**src/rtl/fetch_pc_gen.sv**
```systemverilog
// Fetch-PC generator: holds the PC of the current fetch group and picks the next
// one from exception redirect, branch redirect, predictor or sequential sources.
module fetch_pc_gen #(
   parameter int unsigned     XLEN        = 32,
   parameter logic [XLEN-1:0] RESET_ADDR  = 32'h0000_0000,
   parameter int unsigned     FETCH_WIDTH = 2,
   parameter int unsigned     EPOCH_W     = 3
) (
   input  logic                   clock,
   input  logic                   reset_n,
   input  logic                   exc_redirect_valid,
   input  logic [XLEN-1:0]        exc_redirect_pc,
   input  logic                   br_redirect_valid,
   input  logic [XLEN-1:0]        br_redirect_pc,
   input  logic                   pred_taken,
   input  logic [XLEN-1:0]        pred_target,
   input  logic                   halt_req,
   input  logic                   resume_req,
   input  logic                   fetch_ready,
   output logic                   fetch_valid,
   output logic [XLEN-1:0]        fetch_pc,
   output logic [FETCH_WIDTH-1:0] fetch_mask,
   output logic [EPOCH_W-1:0]     fetch_epoch,
   output logic                   halted
);

   localparam int unsigned     GROUP_BYTES = FETCH_WIDTH * 4;
   localparam logic [XLEN-1:0] GROUP_STEP  = XLEN'(GROUP_BYTES);
   localparam logic [XLEN-1:0] GROUP_LOW   = XLEN'(GROUP_BYTES - 1);
   localparam logic [XLEN-1:0] WORD_MASK   = ~XLEN'(2'b11);

   typedef enum logic [1:0] {
      ST_BOOT   = 2'b00,
      ST_RUN    = 2'b01,
      ST_HALTED = 2'b10
   } state_e;

   state_e                 state_r;
   state_e                 state_nxt_s;
   logic [XLEN-1:0]        pc_r;
   logic [XLEN-1:0]        pc_nxt_s;
   logic [EPOCH_W-1:0]     epoch_r;
   logic [EPOCH_W-1:0]     epoch_nxt_s;
   logic                   fetch_valid_r;
   logic [FETCH_WIDTH-1:0] fetch_mask_r;
   logic                   halted_r;
   logic                   fire_s;
   logic                   redirect_s;

   function automatic logic [XLEN-1:0] align_word(input logic [XLEN-1:0] addr);
      return addr & WORD_MASK;
   endfunction

   function automatic logic [XLEN-1:0] group_base(input logic [XLEN-1:0] addr);
      return addr & ~GROUP_LOW;
   endfunction

   // Lane i is live when it sits at or after the entry lane of the group.
   function automatic logic [FETCH_WIDTH-1:0] lane_mask(input logic [XLEN-1:0] addr);
      logic [XLEN-1:0]        offset;
      logic [FETCH_WIDTH-1:0] mask;
      offset = (addr & GROUP_LOW) >> 2'd2;
      mask   = {FETCH_WIDTH{1'b0}};
      for (int unsigned i = 0; i < FETCH_WIDTH; i++) begin
         mask[i] = (XLEN'(i) >= offset);
      end
      return mask;
   endfunction

   assign fire_s     = fetch_valid_r & fetch_ready;
   assign redirect_s = exc_redirect_valid | br_redirect_valid;

   // Next-state, next-PC and next-epoch selection.
   always_comb begin
      state_nxt_s = state_r;
      pc_nxt_s    = pc_r;
      epoch_nxt_s = epoch_r;
      case (state_r)
         ST_BOOT: begin
            state_nxt_s = ST_RUN;
         end
         ST_RUN, ST_HALTED: begin
            if (exc_redirect_valid) begin
               pc_nxt_s    = align_word(exc_redirect_pc);
               epoch_nxt_s = epoch_r + EPOCH_W'(1'b1);
            end else if (br_redirect_valid) begin
               pc_nxt_s    = align_word(br_redirect_pc);
               epoch_nxt_s = epoch_r + EPOCH_W'(1'b1);
            end else if (fire_s && pred_taken) begin
               pc_nxt_s = align_word(pred_target);
            end else if (fire_s) begin
               pc_nxt_s = group_base(pc_r) + GROUP_STEP;
            end else begin
               pc_nxt_s = pc_r;
            end

            // A fire alongside halt_req still advances the PC above.
            if (redirect_s) begin
               state_nxt_s = ST_RUN;
            end else if ((state_r == ST_RUN) && halt_req) begin
               state_nxt_s = ST_HALTED;
            end else if ((state_r == ST_HALTED) && resume_req) begin
               state_nxt_s = ST_RUN;
            end else begin
               state_nxt_s = state_r;
            end
         end
         default: begin
            state_nxt_s = ST_BOOT;
         end
      endcase
   end

   // State, PC, epoch and the registered output flags.
   always_ff @(posedge clock or negedge reset_n) begin
      if (!reset_n) begin
         state_r       <= ST_BOOT;
         pc_r          <= RESET_ADDR;
         epoch_r       <= {EPOCH_W{1'b0}};
         fetch_valid_r <= 1'b0;
         fetch_mask_r  <= {FETCH_WIDTH{1'b0}};
         halted_r      <= 1'b0;
      end else begin
         state_r       <= state_nxt_s;
         pc_r          <= pc_nxt_s;
         epoch_r       <= epoch_nxt_s;
         fetch_valid_r <= (state_nxt_s == ST_RUN);
         fetch_mask_r  <= (state_nxt_s == ST_RUN) ? lane_mask(pc_nxt_s)
                                                  : {FETCH_WIDTH{1'b0}};
         halted_r      <= (state_nxt_s == ST_HALTED);
      end
   end

   assign fetch_valid = fetch_valid_r;
   assign fetch_pc    = pc_r;
   assign fetch_mask  = fetch_mask_r;
   assign fetch_epoch = epoch_r;
   assign halted      = halted_r;

endmodule

```
**config.mk**
```make
export PLATFORM = sky130hd
export DESIGN_NAME = fetch_pc_gen
export DESIGN_NICKNAME = d
export VERILOG_FILES = /design/src/rtl/fetch_pc_gen.sv
export SDC_FILE = /design/constraint.sdc
export NUM_CORES = 1
export LEC_CHECK = 0
export CAP_MARGIN = 20
export CORE_ASPECT_RATIO = 0.8
export CORE_MARGIN = 2
export CORE_UTILIZATION = 38
export CTS_BUF_LIST = sky130_fd_sc_hd__clkbuf_8
export DETAILED_ROUTE_END_ITERATION = 12
export GPL_TIMING_DRIVEN = 1
export PLACE_DENSITY_LB_ADDON = 0.1
export SKIP_LAST_GASP = 1
export SLEW_MARGIN = 20
export SYNTH_ARGS = -nofsm -noshare
export SYNTH_HDL_FRONTEND = slang
export SYNTH_SLANG_ARGS = --single-unit
```
**constraint.sdc**
```tcl
create_clock -name clock -period 2.1 [get_ports clock]
set_input_delay 0.315 -clock clock [delete_from_list [all_inputs] [get_ports clock]]
set_output_delay 0.315 -clock clock [all_outputs]
set_load 0.02 [all_outputs]
```
# --- After elaboration in Yosys (flattened, before gate mapping) ---
# Cells that the tools add are included.
word_totals:
  reg_bits: 41
  memories: 0
  latchBits: 0
  wordCells: 38
  ram_bits: 0
  mem_bits_ro: 0
op_classes:
  addsub: 2
  order_cmp: 2
  n_bitwise: 2
  reduce_logical: 9
  n_mul: 0
  n_div: 0
  n_eq_ne: 4
  shifts: 0
  mux: 12
ops:
  columns: ["operator", "n"]
  rows:
  - ["$mux 32", 4]
  - ["$add 32x4->32 const B", 1]
  - ["$mux 3", 3]
  - ["$mux 2", 4]
  - ["$eq 2x1->1 const B", 2]
  - ["$eq 2x2->1 const B", 2]
  - ["$pmux 2 s2", 1]
  - ["$reduce_and 2->1", 2]
  - ["$reduce_bool 4->1", 1]
  - ["$add 3x1->3 const B", 1]
  - ["$logic_and 1x1->1", 3]
  - ["$ge 1x1->1 const A", 2]
  - ["$logic_not 2->1", 1]
  - ["$reduce_bool 2->1", 1]
  - ["$reduce_or 2->1", 1]
  - ["$and 1x1->1", 1]
  - ["$or 1x1->1", 1]

# --- Depth between registers and ports, before layout ---
logic_depth:
  ltp_word: 8
  ltp_mapped: 9
  mapped_depth_nobuf: 7

# --- Least setup slack after synthesis ---
# OpenSTA, ideal clock, no wires.
synth_path:
  path_type: "flip-flop to flip-flop"
  start: "register state_r[1]"
  end: "register pc_r[19], in the netlist fetch_pc[19]"
  setup_slack_ps: 72
  stages_incl_launch_ff: 9
  setup_ps: 121
  path_buffers: 2
  arrival_time_ps: 1908
  t_required_ps: 1979
  cell_sequence: "dfrtp_1 inv_1 ha_1 buf_2 inv_1 a21oi_1 buf_2 o41ai_1 a22o_1"
synth_between:
  elab_chain_cells: 3
  word_cells_on_any_way: 4
  classes_between: "2 x eq/ne; 2 x reduce/logical"
synth_lines:
  columns: ["element", "line", "rtl"]
  rows:
  - ["start: declaration", "38", "state_e state_r;"]
  - ["start signal: assignment", "124", "state_r <= state_nxt_s;"]
  - ["$eq 2x1->1 / $eq 2x2->1 (equally long branches)", "78", "case (state_r)"]
  - ["$reduce_or 2->1 *", "78", null]
  - ["$reduce_and 2->1 (no line) *", null, null]
  - ["end signal: assignment", "125", "pc_r <= pc_nxt_s;"]
  - ["end: declaration", "40", "logic [XLEN-1:0] pc_r;"]
# Mark *: on every way between the ends. The rest lies on a longest branch, timed or not.
# A chain may end at the register's enable or synchronous reset.

# --- Worst setup path in the final report ---
layout_path:
  start: "register state_r[1]"
  end: "register pc_r[30], in the netlist fetch_pc[30]"
# Same word-level chain as after synthesis.

==> results.toml <==
[global_route]
antenna_found_initial = 0
grt_pass1_wl_mm = 17.8
grt_pass1_vias = 3568
gr-total-overflow = 0
grt.total_usage = 0.276
grt_start_max_net_pins = 39

[setup_path]
cp.required_ps = 2340
cpMaxStageDelayCell = "or4_1"
worstReg2RegEnd = "fetch_pc[30]"
crit_path_cell_trace = "inv_1 > ha_2 > o21ai_2 > or4_1 > or3_1 > nand3_1"
rr_startpoint = "state_r[1]"
cp_slowest_stage_delay_ps = 520
end_kind = "flip-flop"
worstSetupStartpointType = "flip-flop"
crit_fanout = 5
r2r_cells = 6
criticalPathCategory = "flip-flop to flip-flop"
crit_family = "simple AND/OR/NAND/NOR gates"
crit_arrival_ps = 2210
critPathBufInv = 1
reg2reg_slack_ps = 130

[clock_network]
clockRootBuffer = "clkbuf_8"
post_cts_buffers = 0
cts.path.max_buffers = 2
cts_made_buffers = 5
cts_sinks = 38
insertion_delay_ps = 300
h-tree-depth = 2
cts_tree = "built"
clk_pin_slew_ps = 80

[synthesis]
async_reset_ff_frac = 1.00
synth_cell_type_count = 59
syn_inst = 353
synthesis.area_mm2 = 0.00287
synth_edf_count = 0
synthFlopType = "dfrtp_1"
yosysSeqAreaShare = 0.331
synth_area_per_cell_um2 = 8.14
yosys_warnings = 0
ys_seq_elements = 38

[timing]
grt_setup_unrepaired = "no"
hold_violations = 0
min_period_ps = 1970
fmax_mhz = 506
tightest_slew_ps = 538
finalMaxSlewViolations = 0
finClkSkew_ps = 9.25
setup_violations = 0
fin_crit_sh = 0.940
slew-limit-headroom = 0.641
tns_ps = 0

[drt]
vias = 3692
vias_per_cell = 5.97
dr.first_iter.drc_count = 301
antenna_left = 0
wl_mm = 11.3
dr.pass1.iters = 5
avgRoutedWirePerCell_um = 18.3
drc = 0

[power_and_ir_drop]
vdd_drop_max_v = 0.000679
p_int_mw = 3.10
swShare = 0.445
p_total_mw = 5.59
power.leakage_nw = 1.93
seqPwrFrac = 0.275
comb_power_share = 0.614
power.density_mw_per_mm2 = 1170
power_frac_clock = 0.111
switchingPower_mw = 2.49

[final_layout]
num_antenna_cells = 0
drive_gt1_frac = 0.148
nNetsFinal = 637
fin_area_mm2 = 0.00479
syn2layout_area_growth_pct = 66.6
final_core_util = 0.651

[floorplanning]
rows = 28
dieArea_mm2 = 0.00828
initial_core_util = 0.391
io_pins = 143
core_mm2 = 0.00736
die_w_um = 101
die_h_um = 81.8

[hold_path]
min_path_type = "primary input to asynchronous set/reset pin"

[run]
maxCapViolCount = 0

[place]
io_buffer_count = 134
dp_hpwl_mm = 8.69
place_congestion = 0.932
place_area_mm2 = 0.00466

[run_status]
status = "finished, final reports clean"
cells in the final DEF (no fill, tap or decap), types with 13 or more instances in the layout:
cell             Yosys  routed
clkdlybuf4s50_1      0     133
nand2_1             29      29
a21oi_1             25      25
o22ai_1             21      21
dfrtp_1             38      38
buf_4                4      57
o31ai_1             13      13
nor3_1              16      16
nor2_1              31      31
nand3_1             15      15
o21ai_0             14      14
kinds of logic after synthesis:
family,Yosys count,share of synthesized area
AND/OR/NAND/NOR,135,0.239
buffers and inverters,35,0.0566
multiplexers,4,0.0148
XOR/XNOR,6,0.0183
other,1,0.00130
flip-flops,38,0.331
AO/OA/AOI/OAI,128,0.313
adder cells (fa/ha/maj),6,0.0261
power by group through the flow:
stage | Clock [mW] | Combinational (mW) | Sequential, mW
CTS | 0.626 | 3.42 | 1.53
floorplan | 0 | 1.27 | 1.93
detailed placement | 0 | 3.40 | 1.53
global route | 0.654 | 3.68 | 1.60
finish | 0.618 | 3.43 | 1.54
global placement | 0 | 3.33 | 1.53
worst register-to-register path: cells and delay by family, from the launching register on:
kind / cells / cell delay [ps]
adders and majority gates: 1 / 380
and+or+nand+nor: 3 / 930
AOI/OAI and AO/OA: 1 / 140
DFF: 1 / 390
buffers and inverters: 1 / 80
synth_stat cells, types with 3 or more instances:
library cell	instances	share of area
a21oi_1	25	0.044
nor4_1	4	0.0087
and3_1	7	0.015
xnor2_1	5	0.015
o221ai_1	5	0.015
nand4_1	9	0.020
clkbuf_1	13	0.017
nand3_1	15	0.026
and4_1	4	0.012
ha_1	6	0.026
a221o_1	5	0.017
dfrtp_1	38	0.33
buf_2	7	0.012
a211oi_1	4	0.010
inv_1	8	0.010
o22ai_1	21	0.046
a211o_1	3	0.0091
or3_1	4	0.0087
o21ai_0	14	0.024
o31ai_1	13	0.034
nor3_1	16	0.028
nand2_1	29	0.038
nor2_1	31	0.040
o311ai_0	4	0.012
a221oi_1	9	0.027
buf_4	4	0.010
a22o_1	6	0.018
registers in the layout (all words and copies together), names as in the netlist:
name / cells
halted: 1
fetch_pc: 30
state_r: 2
fetch_epoch: 3
fetch_mask: 2
worst max-delay path by stage:
stage,startpoint,cells after the start,slack [ps],to
finish,state_r[1],6,130,fetch_pc[30]
global placement,exc_redirect_valid,6,-70,fetch_pc[28]
detailed placement,exc_redirect_valid,7,-120,fetch_pc[30]
CTS,fetch_pc[8],5,90,fetch_pc[26]
global route,fetch_pc[8],5,10,fetch_pc[26]
floorplan,state_r[1],8,70,fetch_pc[19]
cell type report:
| type | instances | area, µm² |
|---|---|---|
| inverter | 8 | 30.0 |
| fill | 626 | 2570 |
| sequential | 38 | 951 |
| multi-input combinational | 281 | 1780 |
| clock buffer | 8 | 110 |
| tap | 90 | 113 |
| timing repair buffer | 193 | 1800 |
routing by layer:
layer,GRT usage,vias up,part of all wire,wire length (µm)
met5,0,-,0,0
met4,0.0892,0,0.019,210
li1,-,1719,-,-
met1,0.377,1769,0.44,4950
met3,0.0494,24,0.082,922
met2,0.445,180,0.46,5210
timing repair:
item                                    CTS  global route
gates resized for setup                   0             3
hold buffers                              0             0
endpoints found under the setup margin    0             5
through the flow:
stage	instances	setup WS (ps)	hold WS (ps)
after global placement	610	-69.5	413
after detailed placement	610	-124	417
after floorplan	354	71.6	19.4
final	618	125	61.1
after CTS	618	87.4	90.8
after global routing	618	10.4	110
(Power assumes the default switching activity.)
